===== src/rtl/imem_boot_loader.sv =====
// Boot loader: assembles a little-endian byte stream (count N, then N words) into imem writes
// while holding the CPU in reset. Optional trailing XOR checksum byte: define IMEM_LOADER_CHECKSUM_EN.
module imem_boot_loader #(
  parameter int unsigned MEM_ADDR_WIDTH = 10,
  parameter int unsigned AUTOBOOT       = 1
) (
  input  logic                      clk,
  input  logic                      rst_n,
  input  logic                      rx_valid,
  input  logic [7:0]                rx_data,
  output logic                      rx_ready,
  input  logic                      load_req,
  output logic                      mem_we,
  output logic [31:0]               mem_wdata,
  output logic [MEM_ADDR_WIDTH-1:0] mem_addr,
  output logic                      cpu_rst_n,
  output logic                      busy,
  output logic                      done,
  output logic                      err
);

  localparam int unsigned DEPTH = 2 ** (MEM_ADDR_WIDTH - 2);

  typedef enum logic [2:0] {
    S_IDLE, S_HDR, S_DATA, S_WRITE, S_DONE, S_ERR
`ifdef IMEM_LOADER_CHECKSUM_EN
    , S_CSUM
`endif
  } state_t;

`ifdef IMEM_LOADER_CHECKSUM_EN
  localparam state_t END_ST = S_CSUM;
`else
  localparam state_t END_ST = S_DONE;
`endif

  state_t                      state_q, state_d;
  logic [31:0]                 cnt_q, cnt_d;
  logic [1:0]                  pos_q, pos_d;
  logic [31:0]                 wdata_q, wdata_d;
  logic [MEM_ADDR_WIDTH-1:0]   addr_q, addr_d;
  logic                        xfer;
  logic [31:0]                 hdr_word;
`ifdef IMEM_LOADER_CHECKSUM_EN
  logic [7:0]                  csum_q, csum_d;
`endif

  always_ff @(posedge clk) begin
    if (!rst_n) begin
      state_q <= S_IDLE;
      cnt_q   <= '0;
      pos_q   <= '0;
      wdata_q <= '0;
      addr_q  <= '0;
`ifdef IMEM_LOADER_CHECKSUM_EN
      csum_q  <= '0;
`endif
    end else begin
      state_q <= state_d;
      cnt_q   <= cnt_d;
      pos_q   <= pos_d;
      wdata_q <= wdata_d;
      addr_q  <= addr_d;
`ifdef IMEM_LOADER_CHECKSUM_EN
      csum_q  <= csum_d;
`endif
    end
  end

  always_comb begin
    rx_ready  = (state_q == S_HDR) || (state_q == S_DATA);
`ifdef IMEM_LOADER_CHECKSUM_EN
    rx_ready  = rx_ready || (state_q == S_CSUM);
`endif
    mem_we    = (state_q == S_WRITE);
    busy      = rx_ready || mem_we;
    done      = (state_q == S_DONE);
    err       = (state_q == S_ERR);
    cpu_rst_n = done;
    mem_wdata = wdata_q;
    mem_addr  = addr_q;
  end

  // Count and data bytes shift in from the top so the first byte lands in [7:0].
  assign xfer     = rx_valid && rx_ready;
  assign hdr_word = {rx_data, cnt_q[31:8]};

  always_comb begin
    state_d = state_q;
    cnt_d   = cnt_q;
    pos_d   = pos_q;
    wdata_d = wdata_q;
    addr_d  = addr_q;
`ifdef IMEM_LOADER_CHECKSUM_EN
    csum_d  = csum_q;
`endif
    case (state_q)
      S_IDLE: state_d = (AUTOBOOT != 0) ? S_HDR : S_DONE;
      S_HDR: begin
        if (xfer) begin
          cnt_d = hdr_word;
          pos_d = pos_q + 2'd1;
          if (pos_q == 2'd3) begin
            if (hdr_word == '0)               state_d = END_ST;
            else if (hdr_word > 32'(DEPTH))   state_d = S_ERR;
            else                              state_d = S_DATA;
          end
        end
      end
      S_DATA: begin
        if (xfer) begin
          wdata_d = {rx_data, wdata_q[31:8]};
          pos_d   = pos_q + 2'd1;
`ifdef IMEM_LOADER_CHECKSUM_EN
          csum_d  = csum_q ^ rx_data;
`endif
          if (pos_q == 2'd3) state_d = S_WRITE;
        end
      end
      S_WRITE: begin
        addr_d  = addr_q + MEM_ADDR_WIDTH'(4);
        cnt_d   = cnt_q - 32'd1;
        state_d = (cnt_q == 32'd1) ? END_ST : S_DATA;
      end
`ifdef IMEM_LOADER_CHECKSUM_EN
      S_CSUM: begin
        if (xfer) state_d = (rx_data == csum_q) ? S_DONE : S_ERR;
      end
`endif
      S_DONE, S_ERR: begin
        if (load_req) begin
          state_d = S_HDR;
          addr_d  = '0;
          pos_d   = '0;
`ifdef IMEM_LOADER_CHECKSUM_EN
          csum_d  = '0;
`endif
        end
      end
      default: state_d = S_IDLE;
    endcase
  end

endmodule


===== config.mk =====
export PLATFORM = sky130hd
export DESIGN_NAME = imem_boot_loader
export DESIGN_NICKNAME = d
export VERILOG_FILES = /design/src/rtl/imem_boot_loader.sv
export SDC_FILE = /design/constraint.sdc
export NUM_CORES = 1
export LEC_CHECK = 0
export BUFFER_PORTS_ARGS = -buffer_cell sky130_fd_sc_hd__buf_2
export CELL_PAD_IN_SITES_DETAIL_PLACEMENT = 2
export CELL_PAD_IN_SITES_GLOBAL_PLACEMENT = 2
export CORE_MARGIN = 2
export CORE_UTILIZATION = 35
export DETAILED_ROUTE_END_ITERATION = 6
export PLACE_DENSITY_LB_ADDON = 0.1
export SYNTH_ARGS = -nofsm -noshare
export SYNTH_HDL_FRONTEND = slang
export SYNTH_SLANG_ARGS = --single-unit

===== constraint.sdc =====
create_clock -name clk -period 3.9 [get_ports clk]
set_clock_uncertainty 0.15 [all_clocks]
set_input_delay 0.39 -clock clk [delete_from_list [all_inputs] [get_ports clk]]
set_output_delay 0.39 -clock clk [all_outputs]
set_load 0.005 [all_outputs]

==> results of run 1 <==
## through the flow
stage | cell area (µm²) | hold slack (ps) | worst slack [ps] | power [mW] | std cells
after global placement | 4210 | 289 | 1290 | 0.977 | 662
after floorplan | 3820 | 302 | 1470 | 0.928 | 493
after global routing | 4430 | 138 | 817 | 1.74 | 678
after CTS | 4430 | 112 | 1120 | 1.69 | 678
final | 4430 | 135 | 1120 | 1.67 | 678
after detailed placement | 4210 | 308 | 1160 | 0.983 | 662
## power groups by stage
stage / clock network, mW / registers (mW) / logic, mW
global placement: 0 / 0.831 / 0.146
detailed placement: 0 / 0.832 / 0.151
floorplan: 0 / 0.823 / 0.105
global route: 0.758 / 0.816 / 0.168
finish: 0.702 / 0.813 / 0.151
CTS: 0.727 / 0.813 / 0.152
## per-layer routing
metal | wire length, µm | share of wire [%]
met1 | 5690 | 46
met2 | 6270 | 50
met3 | 330 | 2.6
met4 | 185 | 1.5
met5 | 0 | 0
## kinds of logic (layout without fill, tap and decap cells)
family                     after synthesis  after routing  share of synthesized area (%)
AOI/OAI and AO/OA                      120            120                           19.3
xor gates and xnor gates                 8              8                           1.83
adders and majority gates                4              4                           1.31
buffers and inverters                   43             88                           5.01
DFF                                     77             77                           40.4
muxes                                    7              7                           1.97
other                                    1              2                         0.0982
and+or+nand+nor                        232            232                           30.1
## synth_stat cells (all sizes together), types with 4 or more instances
cell type	count	area, µm²
nor2	35	134
o211ai	4	30.0
nand2	115	432
a22oi	4	30.0
nand4b	5	43.8
xor2	7	61.3
inv	6	22.5
ha	4	50.1
a31oi	9	56.3
a21oi	54	270
buf	11	71.3
a22o	4	35.0
nand3	11	60.1
clkbuf	25	93.8
nor4	7	65.1
nand4	10	62.6
mux2	4	45.0
o21ai	20	100
or3	10	62.6
or4	9	82.6
dfxtp	77	1540
nor3	13	65.1
## sequential cells by signal, indices dropped and copies added, names as in the netlist
name       flops
cnt_q         32
mem_addr       8
mem_wdata     32
pos_q          2
state_q        3
## worst min-delay path by stage
stage / from / to / slack [ps] / cells after the start
after floorplan: pos_q[1] / pos_q[1] / 300 / 2
after global placement: mem_wdata[3] / mem_wdata[3] / 290 / 2
after detailed placement: mem_wdata[5] / mem_wdata[5] / 310 / 2
after CTS: rx_data[6] / mem_wdata[30] / 110 / 3
after global routing: rx_data[2] / mem_wdata[26] / 140 / 3
final: rx_data[6] / mem_wdata[30] / 140 / 3
## worst reg2reg max path, delay by kind of cell, from the launching register on
| family | cells | cell delay (ps) |
|---|---|---|
| AND/OR/NAND/NOR | 3 | 1130 |
| buffers and inverters | 1 | 550 |
| flip-flops | 1 | 680 |
| AO/OA/AOI/OAI | 1 | 190 |
## area by class of cell
| type | instances | share of cell area (%) |
|---|---|---|
| Clock inverter | 4 | 1.58 |
| Clock buffer | 12 | 3.50 |
| Sequential cell | 77 | 34.8 |
| Inverter | 7 | 0.593 |
| Tap cell | 140 | 3.95 |
| Multi-Input combinational cell | 373 | 47.8 |
| Timing Repair Buffer | 65 | 7.79 |
## cell usage in the layout (no fill, tap or decap), types with 3 or more instances in the layout
master	synthesis	final
mux2_2	4	4
nand3_1	10	10
o21a_1	3	3
nor4_1	5	5
buf_4	3	8
nor3_1	13	13
dfxtp_1	77	77
buf_2	3	57
inv_1	6	6
or3_1	10	10
o311ai_0	3	3
a221oi_1	3	3
nor2_1	34	34
a22oi_1	4	4
clkbuf_8	0	11
nand4b_1	5	5
nand4_1	10	10
or4_4	4	4
xor2_1	7	7
o211ai_1	4	4
ha_1	4	4
o21ai_0	20	20
a21oi_1	54	54
nand2_1	115	115
a31oi_1	9	9
mux2i_1	3	3
and3_1	3	3
or4_1	5	5
a22o_1	4	4
==> results.txt, run 1 <==
- The most critical setup path has its endpoint at mem_we.
* Overall overflow remaining after global route: 0
* TritonCTS sink count: between 70 and 80
- The first TritonRoute pass finished after 4 iterations.
- The final layout contains routed wiring with a total length of roughly 12,000 µm.
- Global routing used ~22% of the available tracks across all layers.
* Die Y-Extent: ~110 µm
- Remaining max-slew budget at the tightest pin: 55.2%
- Initial antenna violation count: 0
* Final slew viol count: 0
* Timing startpoint of the critical path: state_q[1]
* H-tree lvl count: 3
* Global Route met2 Usage: between 40% and 50%
* Ordered list of cells on the worst path: nand3b_1 > inv_1 > buf_2
- For this design the ratio of total power to cell area is between 300 and 400 mW/mm².
* Overall die width: 108 µm
- Routed len/inst: ~18 µm
- Relative contribution of the clock network to total power: 42.1%
* Full die area: between 0.01 and 0.015 mm²
- The analysis attributes to cell leakage a power of 1.74 nW.
* IO Port Bufs: 57
- The later pin in the worst-skew pair is clocked with a latency of around 370 ps.
- Along the worst path, the maximum fanout reaches 15.
- Worst Setup End Kind: output pin
* Dpl hpwl: 8740 µm
- RSZ-0062 raised after global routing: false
- Across all layers, the routed design uses between 3,000 and 4,000 vias.
- CTS placed an instance of clkbuf_8 at the clock tree root.
- Iteration-0 DRC count of the detailed router: between 100 and 150
* Setup TNS Final: 0 ps
- P&R area growth vs syn: 16.1%
* Slowest-stage cell, CP: dfxtp_1
- For this run, the register share of the synthesized area comes to 40.4%.
- Top flip-flop cell by instance count after synthesis: dfxtp_1
- IR analysis of the VDD net gives a maximum drop of ~0.15 mV.
* Category of the worst setup path launch point: register
* Upper clock frequency limit: approximately 0.36 GHz
* Global-route wire length before repair: a little over 20,000 µm
* Part of the power in registers: roughly half
- Met1 layer usage reported by global route: a little over a quarter
- For this run, global-route usage on met3 was measured as under 10%.
- Counting flops and latches in the post-synthesis netlist gives 77.
- In the routed design, unresolved DRC markers number 0.
* Sequential Area: 0.00154 mm²
- After synthesis the cells add up to approximately 0.0038 mm².
- In this run the critical register-to-register path is captured at cnt_q[10].
- After clock tree synthesis, the flow added hold-fix buffers numbering 0.
* Ratio of cells with drive above 1 in the final layout: a little under a fifth
- Vias per Instance: roughly 5.6
- Buffer and inverter count on the worst path: 2
- Path type of the worst min-delay path: in -> reg
* Initial core utilization: a little over a third
* Clock input transition at the sequential cells of the worst setup and hold paths: 80 ps
- In this run the critical register-to-register path is launched from state_q[1].
- 60 I/O pins were placed.
- Post-synthesis average cell area: between 7 and 8 µm²
* Final critical-path share of the clock period: 71.2%
- Kind of cell adding the most delay to the critical path: buffers and inverters
* Number of global-route vias before repair: 3,912
* Switching power: between 0.4 and 0.5 mW
* Number of warnings printed during yosys synthesis: 0
* Number of cells traversed by the worst register-to-register path: 5
- Final core area utilization: between 40 and 50%
- The netlist uses 60 different library cells.
- The critical path in this run is classified as reg -> out.
- Post-CTS repair changed the size of 0 cells.
- The initialized floorplan defines 38 standard-cell rows.
- The total area inside the core boundary comes to between 0.01 and 0.015 mm².
- Maximum number of pins on one net before global-route repair: 39
- The tool flagged a number of max-cap violations equal to 0.
- Number of buffers created by CTS: 9
- TritonCTS built the clock tree.
- For the worst setup path, the data required time is 3360 ps.
- Busiest metal layer after global routing: met2
- Synthesized netlist cell count: between 400 and 500
* Final-stage net count: 549
- 0 antenna diodes ended up in the layout.
- Footprint of the multi-input gates: about 0.0021 mm²
- The internal portion of the total power is 1.24 mW.
- Final-report hold violation count: 0
- Once detail routing completed, the nets flagged for antenna violations numbered 0.
- Setup violations, final: 0
- The worst path in the final design needs a cycle of around 2800 ps, including I/O delays and setup.
* Final Wtd Congestion: ~0.76
* Filler instances: between 1,000 and 1,500
- The flow ran to the end, and the final reports show no timing, DRC or antenna violations.
* Post-CTS setup buffers: 0
* Setup slack, reg-to-reg: 1140 ps
* Number of synthesized flops with an enable pin: 0
* Critical path's largest stage delay: 680 ps
- Of all flip-flops after synthesis, the portion carrying an async set or reset was 0%.
- The clock passes through at most 2 buffers.
- For the pin with the worst max-slew slack, the measured transition is about 670 ps.
* Switching power share of the total: 25.5%
- Cell count along the critical path: 3
* Logic gate share of total power: slightly above 9%
- Data arrival time of the worst path: around 2200 ps
Power figures use the tool's default switching activity.
==> inputs of run 2 (changes only) <==
CORE_UTILIZATION = 33   (was 35)
clock period = 2.82 ns   (was 3.9 ns; I/O delays follow)
==> results.txt, run 2 (synthesis gave the netlist of run 1 again) <==
* Final critical-path share of the clock period: approximately nine tenths
- Summing all multi-input logic gate instances after layout gives 0.00212 mm².
- The first global-routing pass estimated roughly 21,000 µm of wire.
- The first TritonRoute pass finished after 4 iterations.
* Worst Setup End Kind: register
- In the final layout, flip-flops and latches occupy 0.00154 mm².
* Buffer and inverter count on the worst path: 1
- Clock period minus worst slack: 2550 ps
- Ordered list of cells on the worst path: inv_1 > ha_1 > or3b_1 > or4_4 > or4_1 > nand3_1 > a21oi_1
- After detailed placement, the design holds a cell count of between 600 and 700.
- Clock input transition at the sequential cells of the worst setup and hold paths: ~60 ps
- The via count of the first global-routing pass is 3,954.
* Category of the worst setup path launch point: register
* Die Y-Extent: between 100 and 150 µm
- Antenna diodes: 0
- Global routing consumed, over all layers together, between 20 and 25% of the routing resources.
* Area post-placement: around 0.0043 mm²
* Slowest-stage cell, CP: or4_4
* Total I/O pin count: 60
- Setup repair after global routing left no endpoint under its margin.
- Upper clock frequency limit: between 0.3 and 0.4 GHz
* Initial antenna violation count: 0
- The number of clock buffers added by TritonCTS is 9.
- In this run the standard cell core region covers about 0.011 mm².
- Remaining max-slew budget at the tightest pin: about 63%
- Ratio of cells with drive above 1 in the final layout: 19.6%
- The net count of the finished layout is between 500 and 600.
* Total Routed Length: between 10,000 and 15,000 µm
- Overall overflow remaining after global route: 0
* Setup violations, final: 0
- Overall die width: between 100 and 150 µm
* Clock tree from TritonCTS: built
* Clock root buffer: clkbuf_16
- At the worst endpoint, the required time is about 2900 ps.
* Most common cell after layout, fill and taps aside: nand2_1
- After detailed routing, the number of remaining DRC violations is 0.
* Final slew viol count: 0
- Power spread over the standard cell area amounts to ~550 mW/mm².
- The detailed router finished its first iteration with 198 violations.
* Maximum vdd ir drop: about 0.39 mV
- Leaving out filler cells and counting taps, the final layout contains 690.
- Full die area: approximately 0.012 mm²
- Routed len/inst: ~19 µm
- Across all setup checks in the final design, the least slack found is between 200 and 300 ps.
- The clock net in this run drives a total of just under 80 sinks.
* Insertion delay to the later sink of the worst-skew pair: around 350 ps
- Of all nets on the critical path, the largest fanout is 8.
- The routed layout has ~3,800 vias.
- Resized cells post-CTS: 0
- The detail route stage leaves a number of antenna-violating nets equal to 0.
* Initial core utilization: 33.6%
- The largest single stage delay on the critical path is 600 ps.
- The H-tree was split into 3 levels.
- Summed over all failing endpoints, the final setup total negative slack is 0 ps.
- The worst hold path belongs to the class in -> reg.
- Most used cells in the layout excluding fill and tap cells: nand2_1 (115), dfxtp_1 (77), buf_2 (57)
* Total non-filler cell area in the finished layout: about 0.0046 mm²
- Final Wtd Congestion: between 0.7 and 0.8
- Kind of critical path: reg -> reg
- Dpl hpwl: between 8000 and 9000 µm
* Filler instances: between 1,000 and 1,500
- After layout, the design draws a total of approximately 2.5 mW.
- Cell leakage power: 1.82 nW
- Grouping stages by cell kind, the critical path spends the most delay in simple AND/OR/NAND/NOR gates.
- Max-cap violations in this run came to 0.
* Setup slack after placement: about 250 ps
* Hold_buf cts: 0
* Post-CTS setup buffers: 0
* Maximum number of pins on one net before global-route repair: 33
- The flow ran to the end, and the final reports show no timing, DRC or antenna violations.
* IO Port Bufs: 57
- P&R area growth vs syn: 20.0%
- FP Rows: 39
- Final-report hold violation count: 0
* Data arrival time of the worst path: about 2600 ps
- At the pin with the least slew margin, the transition time is 551 ps.
- Largest buffer count on any clock path: 2
* Vias per Instance: approximately 5.5
## run 2: layout make-up
| type | instances | area share, % |
|---|---|---|
| Multi-Input combinational cell | 373 | 46.3 |
| Sequential cell | 77 | 33.6 |
| Timing Repair Buffer | 74 | 9.01 |
| Clock buffer | 11 | 5.30 |
| Tap cell | 143 | 3.90 |
| Clock inverter | 5 | 1.31 |
| Inverter | 7 | 0.573 |
## run 2: routing by layer
layer	up-vias	share of wire, %	global-route usage (%)
met4	0	1.1	5.60
met5	-	0	0
met2	50	50	37.5
li1	1850	-	-
met1	1895	45	26.6
met3	9	3.2	4.84
## run 2: worst min-delay path, cell delays in order
cell and delay (ps):
buf_2 110, nand2_1 50, a21oi_1 50
## run 2: path summary, 6_finish.rpt
check / from / endpoint / slack (ps) / depth (start not counted)
worst max register to register: cnt_q[0] / cnt_q[14] / 270 / 7
worst min register to register: mem_wdata[2] / mem_wdata[2] / 310 / 2
worst max-delay path: cnt_q[0] / cnt_q[14] / 270 / 7
worst min-delay path: rx_data[4] / mem_wdata[28] / 40 / 3
## run 2: through the flow
stage	hold slack [ps]	util, %
final	43.3	40.3
after global routing	48.9	40.3
after CTS	38.4	40.3
after detailed placement	302	37.6
after global placement	289	37.6
after floorplan	268	-
## run 2: power breakdown
part | total (mW) | switching [mW] | internal (mW)
registers | 1.12 | 0.0210 | 1.10
clock network | 1.20 | 0.484 | 0.711
logic | 0.220 | 0.143 | 0.0769
